--- config.mk ---
export PLATFORM = sky130hd
export DESIGN_NAME = alu_seq_flat
export DESIGN_NICKNAME = d
export VERILOG_FILES = /design/src/rtl/alu_pkg.sv /design/src/rtl/alu_seq_if.sv /design/src/rtl/alu_shifter.sv /design/src/rtl/alu_seq.sv /design/src/flat_wrapper.sv
export SDC_FILE = /design/constraint.sdc
export NUM_CORES = 1
export LEC_CHECK = 0
export CAP_MARGIN = 10
export CORE_MARGIN = 2
export CORE_UTILIZATION = 53
export CTS_BUF_LIST = sky130_fd_sc_hd__clkbuf_4
export DETAILED_ROUTE_END_ITERATION = 12
export PLACE_DENSITY = 0.88
export SLEW_MARGIN = 10
export SYNTH_ARGS = -nofsm -noshare
export SYNTH_HDL_FRONTEND = slang
export SYNTH_SLANG_ARGS = --single-unit
--- constraint.sdc ---
create_clock -name clk -period 2.8 [get_ports clk]
set_input_delay 0.56 -clock clk [delete_from_list [all_inputs] [get_ports clk]]
set_output_delay 0.56 -clock clk [all_outputs]
set_load 0.02 [all_outputs]
--- src/rtl/alu_pkg.sv ---
// alu_pkg: shared opcode encodings and control FSM states for the
// sequential ALU (alu_seq, alu_shifter, alu_seq_if).
// Contents: op_t opcodes, state_t FSM enum, is_shift() helper.
package alu_pkg;

  typedef logic [2:0] op_t;

  localparam op_t RST  = 3'b000;
  localparam op_t NOR  = 3'b001;
  localparam op_t ADD  = 3'b010;
  localparam op_t SUB  = 3'b011;
  localparam op_t SHL  = 3'b100;
  localparam op_t SHR  = 3'b101;
  localparam op_t LD   = 3'b110;
  localparam op_t ADDC = 3'b111;

  typedef enum logic {IDLE, SHIFT} state_t;

  function automatic logic is_shift(op_t op);
    return (op == SHL) || (op == SHR);
  endfunction

endpackage

--- src/rtl/alu_seq_if.sv ---
// alu_seq_if: request/response bundle between the control unit and alu_seq.
// Ports: start/op/a/b driven by the master (control unit); busy/done/result/
// cout/zout/ovf driven by the slave (ALU).
interface alu_seq_if
  import alu_pkg::*;
#(
  parameter int WIDTH = 8
);

  logic             start;
  op_t              op;
  logic [WIDTH-1:0] a;
  logic [WIDTH-1:0] b;
  logic             busy;
  logic             done;
  logic [WIDTH-1:0] result;
  logic             cout;
  logic             zout;
  logic             ovf;

  modport master (
    output start, op, a, b,
    input  busy, done, result, cout, zout, ovf
  );

  modport slave (
    input  start, op, a, b,
    output busy, done, result, cout, zout, ovf
  );

endinterface

--- src/rtl/alu_shifter.sv ---
// alu_shifter: iterative one-bit-per-cycle shift register with down-counter.
// Ports: load (capture din/amount/dir), dir (0=left, 1=right), amount, din;
// busy (count non-zero), last (final shift this cycle), data, carry_out.
module alu_shifter #(
  parameter int WIDTH = 8,
  parameter int SHW   = $clog2(WIDTH)
) (
  input  logic             clk,
  input  logic             rst,
  input  logic             load,
  input  logic             dir,
  input  logic [SHW-1:0]   amount,
  input  logic [WIDTH-1:0] din,
  output logic             busy,
  output logic             last,
  output logic [WIDTH-1:0] data,
  output logic             carry_out
);

  logic [SHW-1:0] cnt;
  logic           dir_q;

  assign busy = (cnt != '0);
  assign last = (cnt == SHW'(1));

  always_ff @(posedge clk or posedge rst) begin
    if (rst) begin
      data      <= '0;
      cnt       <= '0;
      dir_q     <= 1'b0;
      carry_out <= 1'b0;
    end else if (load) begin
      data      <= din;
      cnt       <= amount;
      dir_q     <= dir;
      carry_out <= 1'b0;
    end else if (busy) begin
      // carry_out ends up holding the last bit that fell off the end
      if (dir_q) begin
        data      <= {1'b0, data[WIDTH-1:1]};
        carry_out <= data[0];
      end else begin
        data      <= {data[WIDTH-2:0], 1'b0};
        carry_out <= data[WIDTH-1];
      end
      cnt <= cnt - SHW'(1);
    end
  end

endmodule

--- src/rtl/alu_seq.sv ---
// alu_seq: registered ALU with carry/zero flags and iterative shifts.
// Ports: clk, rst (async, active-high), bus (alu_seq_if.slave): start/op/a/b
// in; busy/done/result/cout/zout/ovf out. ovf logic built only with ALU_OVF_EN.
module alu_seq
  import alu_pkg::*;
#(
  parameter int WIDTH = 8,
  parameter int SHW   = $clog2(WIDTH)
) (
  input  logic      clk,
  input  logic      rst,
  alu_seq_if.slave  bus
);

  state_t           state_q, state_d;
  logic             busy, accept, long_shift, sh_load;
  logic             sh_busy, sh_last, sh_carry;
  logic [WIDTH-1:0] sh_data;

  op_t              op_q;
  logic [WIDTH-1:0] a_q, b_q;
  logic             vld_q;   // an operation completes on the next edge
  logic             sh_q;    // that completion comes from the shifter

  logic [WIDTH-1:0] result_q, res_d;
  logic             cout_q, cout_d, zout_q, done_q;
  logic [WIDTH:0]   sum, diff;

  assign busy       = (state_q == SHIFT);
  assign accept     = bus.start && !busy;
  // shifts by zero take the single-cycle path
  assign long_shift = is_shift(bus.op) && (bus.b[SHW-1:0] != '0);

  alu_shifter #(.WIDTH(WIDTH), .SHW(SHW)) u_shifter (
    .clk       (clk),
    .rst       (rst),
    .load      (sh_load),
    .dir       (bus.op == SHR),
    .amount    (bus.b[SHW-1:0]),
    .din       (bus.a),
    .busy      (sh_busy),
    .last      (sh_last),
    .data      (sh_data),
    .carry_out (sh_carry)
  );

  always_ff @(posedge clk or posedge rst) begin
    if (rst) state_q <= IDLE;
    else     state_q <= state_d;
  end

  always_comb begin
    state_d = state_q;
    sh_load = 1'b0;
    case (state_q)
      IDLE: begin
        if (accept && long_shift) begin
          sh_load = 1'b1;
          state_d = SHIFT;
        end
      end
      SHIFT: begin
        if (sh_last || !sh_busy) state_d = IDLE;
      end
      default: state_d = IDLE;
    endcase
  end

  // Operands are captured at acceptance so later input changes are harmless.
  always_ff @(posedge clk or posedge rst) begin
    if (rst) begin
      op_q  <= RST;
      a_q   <= '0;
      b_q   <= '0;
      vld_q <= 1'b0;
      sh_q  <= 1'b0;
    end else begin
      if (accept) begin
        op_q <= bus.op;
        a_q  <= bus.a;
        b_q  <= bus.b;
      end
      vld_q <= (accept && !long_shift) || (busy && sh_last);
      sh_q  <= busy && sh_last;
    end
  end

  // ADDC folds in the carry flag as it stands when the op executes, i.e. the
  // carry left by the previously completed operation.
  assign sum  = {1'b0, a_q} + {1'b0, b_q} + {{WIDTH{1'b0}}, (op_q == ADDC) && cout_q};
  assign diff = {1'b0, a_q} - {1'b0, b_q};

  always_comb begin
    res_d  = '0;
    cout_d = 1'b0;
    case (op_q)
      RST:      res_d = '0;
      NOR:      res_d = ~(a_q | b_q);
      ADD:      {cout_d, res_d} = sum;
      ADDC:     {cout_d, res_d} = sum;
      SUB:      {cout_d, res_d} = diff;
      SHL, SHR: begin
        if (sh_q) begin
          res_d  = sh_data;
          cout_d = sh_carry;
        end else begin
          res_d  = a_q;
        end
      end
      LD:       res_d = a_q;
      default:  res_d = '0;
    endcase
  end

  always_ff @(posedge clk or posedge rst) begin
    if (rst) begin
      result_q <= '0;
      cout_q   <= 1'b0;
      zout_q   <= 1'b1;
      done_q   <= 1'b0;
    end else begin
      done_q <= vld_q;
      if (vld_q) begin
        result_q <= res_d;
        cout_q   <= cout_d;
        zout_q   <= (res_d == '0);
      end
    end
  end

`ifdef ALU_OVF_EN
  logic ovf_d, ovf_q;

  always_comb begin
    ovf_d = 1'b0;
    case (op_q)
      ADD, ADDC: ovf_d = (a_q[WIDTH-1] == b_q[WIDTH-1]) && (res_d[WIDTH-1] != a_q[WIDTH-1]);
      SUB:       ovf_d = (a_q[WIDTH-1] != b_q[WIDTH-1]) && (res_d[WIDTH-1] != a_q[WIDTH-1]);
      default:   ovf_d = 1'b0;
    endcase
  end

  always_ff @(posedge clk or posedge rst) begin
    if (rst)        ovf_q <= 1'b0;
    else if (vld_q) ovf_q <= ovf_d;
  end

  assign bus.ovf = ovf_q;
`else
  assign bus.ovf = 1'b0;
`endif

  assign bus.busy   = busy;
  assign bus.done   = done_q;
  assign bus.result = result_q;
  assign bus.cout   = cout_q;
  assign bus.zout   = zout_q;

endmodule
--- src/flat_wrapper.sv ---
// flat-port wrapper written by rule: the top's interface ports become plain ports
module alu_seq_flat import alu_pkg::*;
#(
  parameter int WIDTH = 8,
  parameter int SHW   = $clog2(WIDTH)
)
  (clk, rst, bus_start, bus_op, bus_a, bus_b, bus_busy, bus_done, bus_result, bus_cout, bus_zout, bus_ovf);
  alu_seq_if #(.WIDTH(WIDTH)) bus_i ();
  input  logic clk;
  input  logic rst;
  input wire logic [$bits(bus_i.start)-1:0] bus_start;
  input wire logic [$bits(bus_i.op)-1:0] bus_op;
  input wire logic [$bits(bus_i.a)-1:0] bus_a;
  input wire logic [$bits(bus_i.b)-1:0] bus_b;
  output wire logic [$bits(bus_i.busy)-1:0] bus_busy;
  output wire logic [$bits(bus_i.done)-1:0] bus_done;
  output wire logic [$bits(bus_i.result)-1:0] bus_result;
  output wire logic [$bits(bus_i.cout)-1:0] bus_cout;
  output wire logic [$bits(bus_i.zout)-1:0] bus_zout;
  output wire logic [$bits(bus_i.ovf)-1:0] bus_ovf;
  assign bus_i.start = bus_start;
  assign bus_i.op = bus_op;
  assign bus_i.a = bus_a;
  assign bus_i.b = bus_b;
  assign bus_busy = bus_i.busy;
  assign bus_done = bus_i.done;
  assign bus_result = bus_i.result;
  assign bus_cout = bus_i.cout;
  assign bus_zout = bus_i.zout;
  assign bus_ovf = bus_i.ovf;
  alu_seq #(.WIDTH(WIDTH), .SHW(SHW)) u_core (.clk(clk), .rst(rst), .bus(bus_i));
endmodule
Word-level counts from Yosys, hierarchy flattened:

Index checks and enable logic that the tools add are counted.

* register bits after elaboration: 46
* input bits: 22
* output and inout bits: 13
* word-level logic and storage cells: 66

* add/subtract/negate cells: 4
* equal/unequal tests: 10
* multiplexer cells: 16
* bitwise gates (word level): 3
* reductions and logical operators: 19

Operator list (count)
* $pmux W8 S6: 1
* $mux W8: 4
* $eq A3 B3 Y1 const B: 6
* $add A8 B8 Y9: 1
* $add A9 B1 Y9: 1
* $sub A8 B8 Y9: 1
* $logic_not A8 Y1: 1
* $not A8 Y8: 1
* $or A8 B8 Y8: 1
* $mux W1: 7
* $eq A3 B1 Y1 const B: 2
* $eq A3 B2 Y1 const B: 2
* $logic_and A1 B1 Y1: 6
* $mux W3: 2
* $reduce_bool A3 Y1: 2
* $reduce_or A2 Y1: 2
* $logic_not A1 Y1: 3
* $logic_not A3 Y1: 1
* $logic_or A1 B1 Y1: 3
* $pmux W1 S3: 1
* $sub A3 B1 Y3 const B: 1
* $pmux W1 S2: 1
* $reduce_bool A2 Y1: 1
* $not A1 Y1: 1

Depth between registers and ports, before layout:

* depth after elaboration: 7
* depth in mapped cells: 12
* mapped depth without buffers: 10

Hierarchy:

Synthesis repeated with hierarchy kept, for this count alone.

* cells, all modules: 360
* area, all modules: 3372.0 um^2

By module, submodules not included
* alu_seq: times used 1, cells an instance 282, area each 2587.5 um^2, seq. area each 827.0 um^2
* alu_shifter: times used 1, cells an instance 78, area each 784.5 um^2, seq. area each 325.3 um^2

Worst setup path before layout:

OpenSTA, ideal clock, no wires.

* kind: register to register
* from: register u_core.op_q[2]
* to: register u_core.zout_q, in the netlist u_core.bus.zout
* arrival: 2.733 ns
* required time: 2.703 ns
* setup slack: -0.031 ns
* cell stages (with the launch flop): 13
* period minus slack after synthesis: 2.831 ns
* cell sequence: dfrtp_1 > buf_4 > buf_2 > nand2_1 > nor2_1 > fa_1 > fa_1 > a21o_1 > a221oi_2 > nor2_1 > nor4_1 > a21oi_1 > o41ai_2

* word-level cells in the longest chain between the ends: 5
* elaborated cells between the ends (all ways): 14

Ends and longest elaborated chain
* start: declaration: line alu_seq.sv:20 `op_t op_q;`
* start signal: assignment: line alu_seq.sv:79 `op_q <= bus.op;`
* $eq A3 B3 Y1: line alu_seq.sv:90, alu_seq.sv:96
* $logic_and A1 B1 Y1: line alu_seq.sv:90 `assign sum = {1'b0, a_q} + {1'b0, b_q} + {{WIDTH{1'b0}}, (op_q == ADDC) && cout_q};`
* $add A9 B1 Y9: line alu_seq.sv:90
* $pmux W8 S6 (*): line alu_seq.sv:96 `case (op_q)`
* $logic_not A8 Y1 (*): line alu_seq.sv:126 `zout_q <= (res_d == '0);`
* end signal: assignment: line alu_seq.sv:126
* end: declaration: line alu_seq.sv:26 `logic cout_q, cout_d, zout_q, done_q;`

Mark *: on every way between the ends. The rest lies on a longest branch, timed or not.
A chain may end at the register's enable or synchronous reset.

Worst setup path after layout:

* from: register u_core.op_q[1]
* to: register u_core.zout_q, in the netlist u_core.bus.zout

Same word-level chain as after synthesis.

==> out/results.md <==
| Parameter | This run |
| --- | --- |
| Status | finished clean |
| Overflow left after global routing | 0 |
| Slew at the pin closest to its max-slew limit | 0.580 ns |
| XOR/XNOR share of the synthesized area | 0.0191 |
| Post-route DRC violation count | 0 |
| Global routing usage summed across all routing layers | 0.243 |
| Worst reg2reg startpoint | u_core.op_q[1]$_DFFE_PP0P_ |
| Cell type of the slowest stage on the worst timing path | dfrtp_1 |
| Sum Neg Setup Slack | 0 ns |
| Number of setup violations in the final report | 0 |
| I/O pin count | 35 |
| Kind of critical path | register to register |
| Antenna Nets Post-Route | 0 |
| Source-to-sink clock delay at the later pin of the worst-skew pair | 0.37 ns |
| P per Cell Area | 1140 nW/µm² |
| Unrepaired setup endpoints after global routing | false |
| Largest family of logic cells by synthesized area | compound AO/OA/AOI/OAI gates |
| Total Routed Length | 7310 µm |
| Number of maximum-capacitance violations | 0 |
| Share of synthesized cell area in full adder, half adder and majority cells | 0.120 |
| List of cells traversed by the critical path | nand2_1 -> nor2_1 -> fa_2 -> fa_2 -> a21o_1 -> a21oi_1 -> xnor2_1 -> a221oi_1 -> nand4b_1 -> o41ai_2 |
| H-tree depth | 2 |
| Path category of the worst min-delay check | register to register |
| Maximum buffer depth of the clock tree | 2 |
| Ratio of cells with drive above 1 in the final layout | 0.105 |
| CTS Sinks | 46 |
| Number of antenna violations at the first check in global routing | 0 |
| Post-synthesis simple-gate area fraction | 0.168 |
| Mapped cell area | 3210 µm² |
| Router iterations before antenna repair | 4 |
| Cell repeated most along the worst path | fa_2 |
| Sequential element share of the synthesized area | 0.359 |
| IO buf count | 33 |
| Die Wd | 81.9 µm |
| Vias in the first global route | 2588 |
| Drt wl/cell | 16.1 µm |
| Peak Freq | 382 MHz |
| Number of vias after detailed routing | 2607 |
| Synthesized net count | 404 |
| Cell row count | 28 |
| Global-route wire length before repair | 12400 µm |
| Clk slew on worst S/H paths | 0.16 ns |
| Floorplan Core Area | 5890 µm² |
| Remaining max-slew budget at the tightest pin | 0.613 |
| Number of enable flip-flop cells after synthesis | 0 |
| Max-slew violation total from the final report | 0 |
| Arrival @ worst endpoint | 2.91 ns |
| Detailed Route Iter0 Violations | 180 |
| Critical path peak fanout | 2 |
| Share of flip-flops with an asynchronous set or reset after synthesis | 1.00 |
| Post-synthesis compound-gate area fraction | 0.207 |
| Hold path start | u_core.bus.zout$_DFFE_PP1P_ |
| Instance count after placement with tap cells included | 447 |
| Sum of internal, switching and leakage power | 4.14 mW |
| Number of different library cells in the post-synthesis netlist | 59 |
| Initial Util | 0.546 |
| Worst clock skew | 0.0158 ns |
| Multiplexer fraction of the synthesized cell area | 0.0549 |
| Reg-to-reg setup timing slack | 0.19 ns |
| Leak Pwr | 1.62 nW |
| Average size of a mapped cell | 9.10 µm² |
| Post-layout net count | 430 |
| Hold-critical path depth | 2 |
| Largest net degree at the start of global routing | 47 |
| Clock Tree Root | clkbuf_4 |
| Final HPWL from detailed placement | 5690 µm |
| Post-synthesis cell count | 353 |
| Die span in y | 81.9 µm |
| Inserted Diodes | 0 |
| Clock tree from TritonCTS | built |
| Non-filler cells in the finished layout | 455 |
| Reg-to-reg critical path endpoint | u_core.bus.zout$_DFFE_PP1P_ |
| Kind of start point of the critical path | register |
| Via/cell ratio | 5.73 |
| Post-CTS Setup Bufs | 0 |
| Yosys warnings | 0 |
| Inserted Clock Buffers | 5 |
| Ys flop type | dfrtp_1 |
| Flip-flop and latch count after synthesis | 46 |
| Required time reported for the critical path endpoint | 3.09 ns |
| Final critical path time including I/O delays and setup | 2.61 ns |
| Hold violation total from the final report | 0 |
| Hold Path End | u_core.bus.zout$_DFFE_PP1P_ |
| Final Cycle Share | 0.934 |
| Final estimated routing congestion in global placement | 0.928 |
| Path depth of the worst reg2reg path | 10 |
| Die outline area | 6700 µm² |
| CP Capture Type | register |
| Layout area overhead | 13.4% |
| IR Drop Worst-Case VDD | 706 µV |
| Critical Path Max Stage Delay | 0.41 ns |
-- area by class of cell --
type,count,area (µm²)
fill,519,2240
multi-input combinational,259,1850
sequential,46,1150
timing repair buffer,42,398
inverter,25,93.8
tap,75,93.8
clock buffer,5,37.5
clock inverter,3,22.5
-- registers in the layout, indices dropped and copies added (netlist names) --
register                    count
u_core.bus.result               8
u_core.u_shifter.data           8
u_core.u_shifter.cnt            3
u_core.u_shifter.carry_out      1
u_core.vld_q                    1
u_core.u_shifter.dir_q          1
u_core.sh_q                     1
u_core.bus.cout                 1
u_core.op_q                     3
u_core.b_q                      8
u_core.bus.done                 1
u_core.bus.zout                 1
u_core.bus.busy                 1
u_core.a_q                      8
-- critical path: cells and delay by family, from the launching register on --
kind	cells	cell delay, ns
flops	1	0.41
compound gates	4	0.97
fa+ha+maj	2	0.72
simple gates	3	0.33
xor+xnor	1	0.09
-- cell families after synthesis --
logic type / after synthesis
multiplexers: 17
flip-flops: 46
buffers and inverters: 48
XOR/XNOR: 7
AND/OR/NAND/NOR: 106
AO/OA/AOI/OAI: 99
other: 1
adder cells (fa/ha/maj): 29
-- where the power goes --
group | switching [mW] | internal, mW
sequential | 0.270 | 0.948
clock | 0.238 | 0.103
combinational | 1.43 | 1.14
-- cells in the final DEF, fill, tap and decap left out, types with 2 or more instances in the layout --
cell type | synthesis | final
a32oi_1 | 4 | 4
nor3_1 | 2 | 2
nand2_1 | 37 | 37
a211oi_1 | 7 | 7
xnor2_1 | 6 | 6
inv_1 | 25 | 24
o31a_1 | 2 | 2
nor2_1 | 28 | 28
clkbuf_4 | 0 | 5
and2_1 | 3 | 3
mux2i_1 | 12 | 12
nor3b_1 | 3 | 3
o21ai_0 | 32 | 32
nor4_1 | 3 | 2
a21oi_1 | 21 | 21
fa_2 | 0 | 2
nor2b_1 | 7 | 6
o21bai_1 | 5 | 5
a21o_1 | 4 | 4
nand2b_1 | 4 | 4
buf_4 | 2 | 9
a221oi_1 | 3 | 3
ha_1 | 26 | 26
clkdlybuf4s50_1 | 0 | 33
inv_6 | 0 | 2
a31oi_1 | 2 | 2
nand3b_1 | 3 | 3
nand3_1 | 4 | 4
o2bb2ai_1 | 3 | 3
a221o_1 | 2 | 2
o221ai_1 | 2 | 2
and3b_1 | 2 | 2
mux2_2 | 5 | 5
and3_1 | 3 | 3
dfrtp_1 | 45 | 45
-- stage by stage --
stage | cell area, µm² | util | hold slack [ns] | setup slack (ns)
2_1_floorplan | 3220 | - | 0.458 | 0.0171
3_3_place_gp | 3570 | 0.607 | 0.460 | 0.205
3_5_place_dp | 3570 | 0.607 | 0.494 | 0.126
4_1_cts | 3630 | 0.618 | 0.516 | 0.0801
5_1_grt | 3640 | 0.619 | 0.529 | 0.0195
6_report | 3640 | 0.619 | 0.513 | 0.185
-- how the worst max path moves through the flow --
stage | start | to | slack (ns) | cells after the start
6_report | u_core.op_q[1]$_DFFE_PP0P_ | u_core.bus.zout$_DFFE_PP1P_ | 0.19 | 10
2_1_floorplan | u_core.op_q[2]$_DFFE_PP0P_ | u_core.bus.zout$_DFFE_PP1P_ | 0.02 | 12
3_5_place_dp | u_core.op_q[1]$_DFFE_PP0P_ | u_core.bus.zout$_DFFE_PP1P_ | 0.13 | 10
5_1_grt | u_core.op_q[1]$_DFFE_PP0P_ | u_core.bus.zout$_DFFE_PP1P_ | 0.02 | 10
3_3_place_gp | u_core.op_q[1]$_DFFE_PP0P_ | u_core.bus.zout$_DFFE_PP1P_ | 0.21 | 10
4_1_cts | u_core.op_q[1]$_DFFE_PP0P_ | u_core.bus.zout$_DFFE_PP1P_ | 0.08 | 10
-- synthesized netlist by cell type (3+ instances only) --
| master | count | area, µm² |
|---|---|---|
| clkbuf_1 | 11 | 41.3 |
| and3_1 | 3 | 18.8 |
| mux2i_1 | 12 | 120 |
| a32oi_1 | 4 | 35.0 |
| a21oi_1 | 21 | 105 |
| fa_1 | 3 | 60.1 |
| buf_2 | 5 | 25.0 |
| nand2_1 | 37 | 139 |
| mux2_2 | 5 | 56.3 |
| a211oi_1 | 7 | 52.6 |
| nand3_1 | 4 | 20.0 |
| o2bb2ai_1 | 3 | 26.3 |
| nor4_1 | 3 | 18.8 |
| xnor2_1 | 6 | 52.6 |
| a221oi_1 | 3 | 26.3 |
| dfrtp_1 | 45 | 1130 |
| nor2b_1 | 7 | 43.8 |
| o21bai_1 | 5 | 37.5 |
| a21o_1 | 4 | 30.0 |
| o21ai_0 | 32 | 160 |
| nor3b_1 | 3 | 22.5 |
| nand3b_1 | 3 | 22.5 |
| nor2_1 | 28 | 105 |
| ha_1 | 26 | 325 |
| inv_1 | 25 | 93.8 |
| and2_1 | 3 | 18.8 |
| nand2b_1 | 4 | 25.0 |
-- metal layers --
| layer | track usage | share of wire | up-vias |
|---|---|---|---|
| met5 | 0 | 0 | - |
| met2 | 0.402 | 0.47 | 86 |
| met4 | 0.0767 | 0.020 | 0 |
| met1 | 0.317 | 0.45 | 1227 |
| met3 | 0.0527 | 0.059 | 17 |
| li1 | - | - | 1277 |
-- timing repair --
action,in CTS,in global routing
endpoints found under the setup margin,0,2
gates resized for setup,0,2
hold buffers,0,0
Note: power is estimated with default switching activity, not from simulation.
